<file path="src/rtl/asm_operand_encoder_if.sv">
// Handshake and data bundle between the ASM operand encoder (slave) and its driver/consumer (master).
// With ASM_APPROX_FLAG_EN defined, the bundle also carries approx_flag.
interface asm_operand_encoder_if #(
    parameter int WIDTH = 32
);
    localparam int NIBBLES = WIDTH / 4;
    localparam int CODE_W  = 2 * NIBBLES;

    logic              in_valid;
    logic              in_ready;
    logic [WIDTH-1:0]  A;
    logic [WIDTH-1:0]  B;
    logic              out_valid;
    logic              out_ready;
    logic [WIDTH-1:0]  A_out;
    logic [WIDTH+2:0]  I1_wire;
    logic [WIDTH+2:0]  I3_wire;
    logic [WIDTH+2:0]  I5_wire;
    logic [WIDTH+2:0]  I7_wire;
    logic [CODE_W-1:0] SEL_out;
    logic [CODE_W-1:0] SL_out;
`ifdef ASM_APPROX_FLAG_EN
    logic              approx_flag;
`endif

    modport master (
        output in_valid, A, B, out_ready,
        input  in_ready, out_valid, A_out, I1_wire, I3_wire, I5_wire, I7_wire, SEL_out, SL_out
`ifdef ASM_APPROX_FLAG_EN
        , input approx_flag
`endif
    );

    modport slave (
        input  in_valid, A, B, out_ready,
        output in_ready, out_valid, A_out, I1_wire, I3_wire, I5_wire, I7_wire, SEL_out, SL_out
`ifdef ASM_APPROX_FLAG_EN
        , output approx_flag
`endif
    );
endinterface

</file>
<file path="src/rtl/asm_operand_encoder.sv">
// ASM operand encoder: builds B/3B/5B/7B with one shared adder and encodes A one nibble per cycle
// into SEL/SL codes. Optional approx_flag output is enabled by defining ASM_APPROX_FLAG_EN.
module asm_operand_encoder #(
    parameter int WIDTH             = 32,
    parameter int NIBBLE_WIDTH      = 4,
    parameter int LOG2_NIBBLE_WIDTH = 2
) (
    input logic                  clk,
    input logic                  rst,
    asm_operand_encoder_if.slave bus
);
    localparam int NIBBLES = WIDTH / NIBBLE_WIDTH;
    localparam int MAXC    = (NIBBLES > 3) ? NIBBLES : 3;
    localparam int CNT_W   = $clog2(MAXC);
    localparam int XW      = WIDTH + 3;
    localparam int CODE_W  = LOG2_NIBBLE_WIDTH * NIBBLES;

    typedef enum logic [1:0] {
        IDLE = 2'd0,
        CALC = 2'd1,
        DONE = 2'd2
    } state_t;

    state_t            state_r;
    state_t            next_state_s;
    logic [CNT_W-1:0]  cnt_r;
    logic [WIDTH-1:0]  a_r;
    logic [WIDTH-1:0]  b_r;
    logic [XW-1:0]     i1_r;
    logic [XW-1:0]     i3_r;
    logic [XW-1:0]     i5_r;
    logic [XW-1:0]     i7_r;
    logic [CODE_W-1:0] sel_r;
    logic [CODE_W-1:0] sl_r;
    logic              approx_r;
    logic              in_ready_s;
    logic              out_valid_s;
    logic              last_s;
    logic              accept_s;
    logic [XW-1:0]     b_ext_s;
    logic [XW-1:0]     add_a_s;
    logic [XW-1:0]     add_b_s;
    logic              sub_s;
    logic [XW-1:0]     sum_s;
    logic [3:0]        cur_nib_s;
    logic              nib_hit_s;
    logic [3:0]        enc_s;

    // Nearest alphabet<<shift for a nibble, ties rounding down; returns {sel, sl}.
    function automatic logic [3:0] encode_nibble(input logic [3:0] n);
        logic [3:0] code;
        case (n)
            4'd0:    code = 4'b00_00;
            4'd1:    code = 4'b00_00;
            4'd2:    code = 4'b00_01;
            4'd3:    code = 4'b01_00;
            4'd4:    code = 4'b00_10;
            4'd5:    code = 4'b10_00;
            4'd6:    code = 4'b01_01;
            4'd7:    code = 4'b11_00;
            4'd8:    code = 4'b00_11;
            4'd9:    code = 4'b00_11;
            4'd10:   code = 4'b10_01;
            4'd11:   code = 4'b10_01;
            4'd12:   code = 4'b01_10;
            4'd13:   code = 4'b01_10;
            4'd14:   code = 4'b11_01;
            4'd15:   code = 4'b11_01;
            default: code = 4'b00_00;
        endcase
        return code;
    endfunction

    assign last_s   = (cnt_r == CNT_W'(MAXC - 1));
    assign accept_s = (state_r == IDLE) && bus.in_valid;
    assign b_ext_s  = {3'b000, b_r};

    // State register.
    always_ff @(posedge clk or posedge rst) begin
        if (rst) begin
            state_r <= IDLE;
        end else begin
            state_r <= next_state_s;
        end
    end

    // Next-state logic.
    always_comb begin
        next_state_s = state_r;
        case (state_r)
            IDLE:    next_state_s = bus.in_valid ? CALC : IDLE;
            CALC:    next_state_s = last_s ? DONE : CALC;
            DONE:    next_state_s = bus.out_ready ? IDLE : DONE;
            default: next_state_s = IDLE;
        endcase
    end

    // Handshake outputs decoded from the state register.
    always_comb begin
        in_ready_s  = 1'b0;
        out_valid_s = 1'b0;
        case (state_r)
            IDLE:    in_ready_s  = 1'b1;
            DONE:    out_valid_s = 1'b1;
            default: begin
                in_ready_s  = 1'b0;
                out_valid_s = 1'b0;
            end
        endcase
    end

    // Shared adder: 3B and 5B are additions, 7B is 8B minus B.
    always_comb begin
        add_a_s = b_ext_s;
        add_b_s = b_ext_s << 1;
        sub_s   = 1'b0;
        case (cnt_r)
            CNT_W'(0): add_b_s = b_ext_s << 1;
            CNT_W'(1): add_b_s = b_ext_s << 2;
            CNT_W'(2): begin
                add_a_s = b_ext_s << 3;
                add_b_s = b_ext_s;
                sub_s   = 1'b1;
            end
            default:   add_b_s = b_ext_s << 1;
        endcase
        sum_s = sub_s ? (add_a_s - add_b_s) : (add_a_s + add_b_s);
    end

    // Select the nibble addressed by the counter; cycles beyond the last nibble encode nothing.
    always_comb begin
        cur_nib_s = 4'h0;
        nib_hit_s = 1'b0;
        for (int i = 0; i < NIBBLES; i++) begin
            cur_nib_s = (cnt_r == CNT_W'(i)) ? a_r[NIBBLE_WIDTH*i +: NIBBLE_WIDTH] : cur_nib_s;
            nib_hit_s = nib_hit_s | (cnt_r == CNT_W'(i));
        end
        enc_s = encode_nibble(cur_nib_s);
    end

    // Operand capture, alphabet accumulation and SEL/SL slot writes.
    always_ff @(posedge clk or posedge rst) begin
        if (rst) begin
            cnt_r    <= '0;
            a_r      <= '0;
            b_r      <= '0;
            i1_r     <= '0;
            i3_r     <= '0;
            i5_r     <= '0;
            i7_r     <= '0;
            sel_r    <= '0;
            sl_r     <= '0;
            approx_r <= 1'b0;
        end else if (accept_s) begin
            cnt_r    <= '0;
            a_r      <= bus.A;
            b_r      <= bus.B;
            i1_r     <= {3'b000, bus.B};
            i3_r     <= '0;
            i5_r     <= '0;
            i7_r     <= '0;
            sel_r    <= '0;
            sl_r     <= '0;
            approx_r <= 1'b0;
        end else if (state_r == CALC) begin
            cnt_r <= last_s ? cnt_r : (cnt_r + CNT_W'(1));
            case (cnt_r)
                CNT_W'(0): i3_r <= sum_s;
                CNT_W'(1): i5_r <= sum_s;
                CNT_W'(2): i7_r <= sum_s;
                default:   i7_r <= i7_r;
            endcase
            for (int i = 0; i < NIBBLES; i++) begin
                if (cnt_r == CNT_W'(i)) begin
                    sel_r[LOG2_NIBBLE_WIDTH*i +: LOG2_NIBBLE_WIDTH] <= enc_s[3:2];
                    sl_r[LOG2_NIBBLE_WIDTH*i +: LOG2_NIBBLE_WIDTH]  <= enc_s[1:0];
                end
            end
            // Odd nibbles of 9 and above are the ones that cannot be represented exactly.
            if (nib_hit_s && cur_nib_s[3] && cur_nib_s[0]) begin
                approx_r <= 1'b1;
            end
        end
    end

    assign bus.in_ready  = in_ready_s;
    assign bus.out_valid = out_valid_s;
    assign bus.A_out     = a_r;
    assign bus.I1_wire   = i1_r;
    assign bus.I3_wire   = i3_r;
    assign bus.I5_wire   = i5_r;
    assign bus.I7_wire   = i7_r;
    assign bus.SEL_out   = sel_r;
    assign bus.SL_out    = sl_r;
`ifdef ASM_APPROX_FLAG_EN
    assign bus.approx_flag = approx_r;
`else
    logic unused_approx_s;
    assign unused_approx_s = approx_r;
`endif

endmodule

</file>
<file path="src/flat_wrapper.sv">
// flat-port wrapper written by rule: the top's interface ports become plain ports
module asm_operand_encoder_flat 
#(
    parameter int WIDTH             = 32,
    parameter int NIBBLE_WIDTH      = 4,
    parameter int LOG2_NIBBLE_WIDTH = 2
)
  (clk, rst, bus_in_valid, bus_A, bus_B, bus_out_ready, bus_in_ready, bus_out_valid, bus_A_out, bus_I1_wire, bus_I3_wire, bus_I5_wire, bus_I7_wire, bus_SEL_out, bus_SL_out);
  asm_operand_encoder_if #(.WIDTH(WIDTH)) bus_i ();
  input logic clk;
  input logic rst;
  input wire logic [$bits(bus_i.in_valid)-1:0] bus_in_valid;
  input wire logic [$bits(bus_i.A)-1:0] bus_A;
  input wire logic [$bits(bus_i.B)-1:0] bus_B;
  input wire logic [$bits(bus_i.out_ready)-1:0] bus_out_ready;
  output wire logic [$bits(bus_i.in_ready)-1:0] bus_in_ready;
  output wire logic [$bits(bus_i.out_valid)-1:0] bus_out_valid;
  output wire logic [$bits(bus_i.A_out)-1:0] bus_A_out;
  output wire logic [$bits(bus_i.I1_wire)-1:0] bus_I1_wire;
  output wire logic [$bits(bus_i.I3_wire)-1:0] bus_I3_wire;
  output wire logic [$bits(bus_i.I5_wire)-1:0] bus_I5_wire;
  output wire logic [$bits(bus_i.I7_wire)-1:0] bus_I7_wire;
  output wire logic [$bits(bus_i.SEL_out)-1:0] bus_SEL_out;
  output wire logic [$bits(bus_i.SL_out)-1:0] bus_SL_out;
  assign bus_i.in_valid = bus_in_valid;
  assign bus_i.A = bus_A;
  assign bus_i.B = bus_B;
  assign bus_i.out_ready = bus_out_ready;
  assign bus_in_ready = bus_i.in_ready;
  assign bus_out_valid = bus_i.out_valid;
  assign bus_A_out = bus_i.A_out;
  assign bus_I1_wire = bus_i.I1_wire;
  assign bus_I3_wire = bus_i.I3_wire;
  assign bus_I5_wire = bus_i.I5_wire;
  assign bus_I7_wire = bus_i.I7_wire;
  assign bus_SEL_out = bus_i.SEL_out;
  assign bus_SL_out = bus_i.SL_out;
  asm_operand_encoder #(.WIDTH(WIDTH), .NIBBLE_WIDTH(NIBBLE_WIDTH), .LOG2_NIBBLE_WIDTH(LOG2_NIBBLE_WIDTH)) u_core (.clk(clk), .rst(rst), .bus(bus_i));
endmodule
</file>
<file path="config.mk">
export PLATFORM = sky130hd
export DESIGN_NAME = asm_operand_encoder_flat
export DESIGN_NICKNAME = d
export VERILOG_FILES = /design/src/rtl/asm_operand_encoder_if.sv /design/src/rtl/asm_operand_encoder.sv /design/src/flat_wrapper.sv
export SDC_FILE = /design/constraint.sdc
export NUM_CORES = 1
export LEC_CHECK = 0
export ABC_AREA = 1
export CAP_MARGIN = 25
export CORE_AREA = 2 2 159 161
export CTS_CLUSTER_DIAMETER = 60
export DETAILED_ROUTE_END_ITERATION = 16
export DIE_AREA = 0 0 161 163
export PLACE_DENSITY = 0.85
export SLEW_MARGIN = 5
export SYNTH_ARGS = -nofsm -noshare
export SYNTH_HDL_FRONTEND = slang
export SYNTH_SLANG_ARGS = --single-unit
</file>
<file path="constraint.sdc">
create_clock -name clk -period 8.3 [get_ports clk]
set_clock_uncertainty 0.1 [all_clocks]
set_input_delay 0.83 -clock clk [delete_from_list [all_inputs] [get_ports clk]]
set_output_delay 0.83 -clock clk [all_outputs]
set_load 0.03 [all_outputs]
</file>
==> results summary <==
The flow ran to the end, and the final reports show no timing, DRC or antenna violations. The critical path is of the reg2reg type. The number of buffers created by CTS came out at 22. The horizontal die dimension is around 160 µm.

The post-detailed-placement half-perimeter wirelength is between 30 and 40 mm. Dividing the detail-routed via count by the number of cells gives 5.44. For this block, the initial DRC count from the detailed router was approximately 1300. The total I/O pin count is 274. The final hold violation count is 0.

In this run the core area contains 58 standard-cell rows. The routed wire length came out at roughly 40 mm. The setup slack of the most critical reg-to-reg path came out at just over 3 ns. The top achievable clock speed came out at between 150 and 200 MHz. The worst reg2reg path depth came out at 23. The initial antenna violation count is 0.

The cell sitting at the root of the clock tree is a clkbuf_16. The area of all placed cells without fillers came out at between 15000 and 20000 µm². CTS built an H-tree with a depth of 1. After clock tree synthesis, the repair step resized 0 gates.

The tightest min-delay check is of the reg2reg type. The critical path capture point type is a flop. Setup violations remaining at the end of the flow were counted as 0.

The most used flip-flop cell after synthesis is dfrtp_1. Counting every sink on the clock net gives approximately 210. The later-pin clock latency in the skew report is about 0.52 ns. Across all layers, the routed design uses roughly 13000 vias. The data required time of the worst path is ~8.6 ns. The area of the multi-input gates is between 6000 and 7000 µm². The worst slew margin relative to its limit is 0.414. For this run, the register share of the synthesized area comes to 0.411. The flip-flop and latch count after synthesis is about 210.

The number of placed instances, taps included, is roughly 2300. The total global routing overflow came out at 0. The routed design could run at a clock period as short as around 5.3 ns.

The number of setup buffers added after CTS came out at 0. For this run, asynchronously set or reset flops after synthesis account for 1.00. The count of distinct cell types in the synthesized netlist is 45. Setup repair after global routing left no endpoint under its margin. The overall die area is about 26000 µm². After detailed routing, the average wire length per cell comes to ~17 µm. The gate count of the mapped netlist came out at approximately 1800. The synthesized area per cell came out at around 7.1 µm². The die extent in y came out at ~160 µm. The maximum number of pins on one net before global-route repair is 120. The non-filler instance count after layout came out at 2353.

In this run the critical register-to-register path is captured at u_core.bus.I3_wire[22]. The total global routing track utilization came out at 0.299. The post-route clock period utilization is 0.636. The utilization after layout is 0.655. The count of yosys warnings during synthesis is 0.

The type of origin of the critical path is a flop. The number of nets still failing antenna checks after routing came out at 0. The number of global-route vias before repair is approximately 12000. The number of maximum-capacitance constraint violations is 0.

The number of antenna repair diodes came out at 0. The placeable core region is between 20000 and 25000 µm². After clock tree synthesis, the clock-pin slew on the worst setup and hold paths is approximately 0.06 ns. For this run, design rule violations remaining after detail routing come to 0. The share of layout cells above drive strength 1 came out at 0.0564. The worst flop-to-flop path startpoint is u_core.cnt_r[0]. The area overhead of the layout relative to synthesis is 29.0%. The transition time at the pin with the least slew margin is a little under 0.9 ns. The hold buffer count at CTS is 0.

The maximum buffer depth of the clock tree came out at 3. The total number of nets in the final design came out at ~2100. The number of slew-limit violations in the final report is 0. The biggest fanout along the worst timing path came out at 42. The initial core utilization is 0.508.

In this run the worst setup path terminates at u_core.bus.I3_wire[22]. The placer congestion estimate came out at between 0.9 and 1. The first global-routing pass estimated 63.4 mm of wire.

The first-pass iteration count of the detailed router came out at 6. The port buffer count came out at 270. The synthesized netlist occupies a cell area of approximately 13000 µm². For the final routed database, the setup TNS stands at 0 ns. The most critical setup path has its startpoint at u_core.cnt_r[0].

The number of filler instances in the final layout came out at between 2000 and 2500. Summing all flip-flop and latch instances after layout gives about 5200 µm². Yosys mapped a number of flops with a built-in enable equal to 0. The data arrival time of the critical path is roughly 5.5 ns. The post-place instance area came out at ~15000 µm². The CTS tree is yes.
==> critical path, stage by stage, from the launching register on <==
cell and delay [ns]:
dfrtp_1 0.41, inv_1 0.12, ha_1 0.34, nand2_4 0.35, nand2_8 0.30, inv_4 0.09, a21oi_2 0.15, ha_1 0.18
nand3_1 0.10, nor2_1 0.17, nand3_2 0.14, nor2_2 0.13, nand2_2 0.11, nand2_1 0.11, o21ai_1 0.09, xor2_1 0.17
ha_1 0.40, nand2_1 0.16, nor4_1 0.65, o21ai_0 0.19, nand3_1 0.17, a21oi_1 0.08, o21ai_0 0.23, o21ai_0 0.16
==> Yosys cell counts (7+ instances only) <==
cell type,instances,area [µm²]
o21ai_1,11,55.1
ha_1,40,500
nor2_4,14,158
a21oi_1,54,270
nor3_1,7,35.0
nand3b_1,7,52.6
nor2_1,159,597
nand4_1,21,131
nand2_2,11,68.8
inv_1,136,510
a31oi_1,7,43.8
buf_6,10,113
nand2_1,636,2390
xor2_1,10,87.6
o21ai_0,205,1030
dfrtp_1,206,5150
clkbuf_1,42,158
xnor2_1,18,158
nor2_2,17,106
nand3_1,100,500
==> cell usage in the layout (no fill, tap or decap), types with 12 or more instances in the layout <==
| cell | n |
|---|---|
| nand2_1 | 635 |
| clkdlybuf4s50_1 | 270 |
| dfrtp_1 | 206 |
| o21ai_0 | 205 |
| nor2_1 | 159 |
| inv_1 | 135 |
| nand3_1 | 100 |
| a21oi_1 | 51 |
| ha_1 | 40 |
| clkbuf_16 | 22 |
| nand4_1 | 21 |
| xnor2_1 | 18 |
| nor2_2 | 16 |
| nor2_4 | 15 |
| nand2_2 | 12 |
==> worst min-delay path by stage <==
stage                           from                    end  slack (ns)  cells past startpoint
2_1_floorplan      u_core.state_r[0]      u_core.state_r[1]        0.38                      1
3_3_place_gp   u_core.bus.I5_wire[1]  u_core.bus.I5_wire[1]        0.36                      2
3_5_place_dp   u_core.bus.SEL_out[9]  u_core.bus.SEL_out[9]        0.37                      2
4_1_cts        u_core.bus.I5_wire[6]  u_core.bus.I5_wire[6]        0.39                      2
5_1_grt        u_core.bus.I7_wire[1]  u_core.bus.I7_wire[1]        0.41                      2
6_report       u_core.bus.I5_wire[6]  u_core.bus.I5_wire[6]        0.38                      2
==> metal layers <==
layer | up-vias | wire, µm | global-route usage
li1 | 6161 | - | -
met1 | 6012 | 18300 | 0.440
met2 | 564 | 17900 | 0.465
met3 | 64 | 2790 | 0.0400
met4 | 0 | 1040 | 0.0832
met5 | - | 0 | 0
==> cells by family after synthesis <==
logic type,Yosys count,synth area share
adder cells (fa/ha/maj),41,0.0415
AND/OR/NAND/NOR,987,0.332
flip-flops,206,0.411
AO/OA/AOI/OAI,298,0.125
buffers and inverters,207,0.0703
other,1,0.000299
XOR/XNOR,28,0.0196
==> flip-flops by register name (all words and copies together), names as in the netlist <==
signal / cells
u_core.bus.I3_wire: 35
u_core.bus.I5_wire: 35
u_core.bus.I7_wire: 35
u_core.bus.A_out: 32
u_core.bus.I1_wire: 32
u_core.bus.SEL_out: 16
u_core.bus.SL_out: 16
u_core.cnt_r: 3
u_core.state_r: 2
==> metrics by stage <==
stage / worst slack (ns) / hold WS (ns)
2_1_floorplan: 1.75 / 0.376
3_3_place_gp: 3.21 / 0.364
4_1_cts: 3.09 / 0.387
6_report: 3.02 / 0.383
3_5_place_dp: 3.12 / 0.371
5_1_grt: 2.54 / 0.414
==> cell type report <==
class | instances | share of cell area
Inverter | 143 | 0.0344
Sequential cell | 206 | 0.319
Clock buffer | 27 | 0.0371
Timing Repair Buffer | 278 | 0.172
Multi-Input combinational cell | 1357 | 0.405
Clock inverter | 12 | 0.00735
Tap cell | 330 | 0.0255
Power is left out: the tool's default activity adds up to more than one toggle a clock period on the data nets, which glitch-free logic cannot reach.
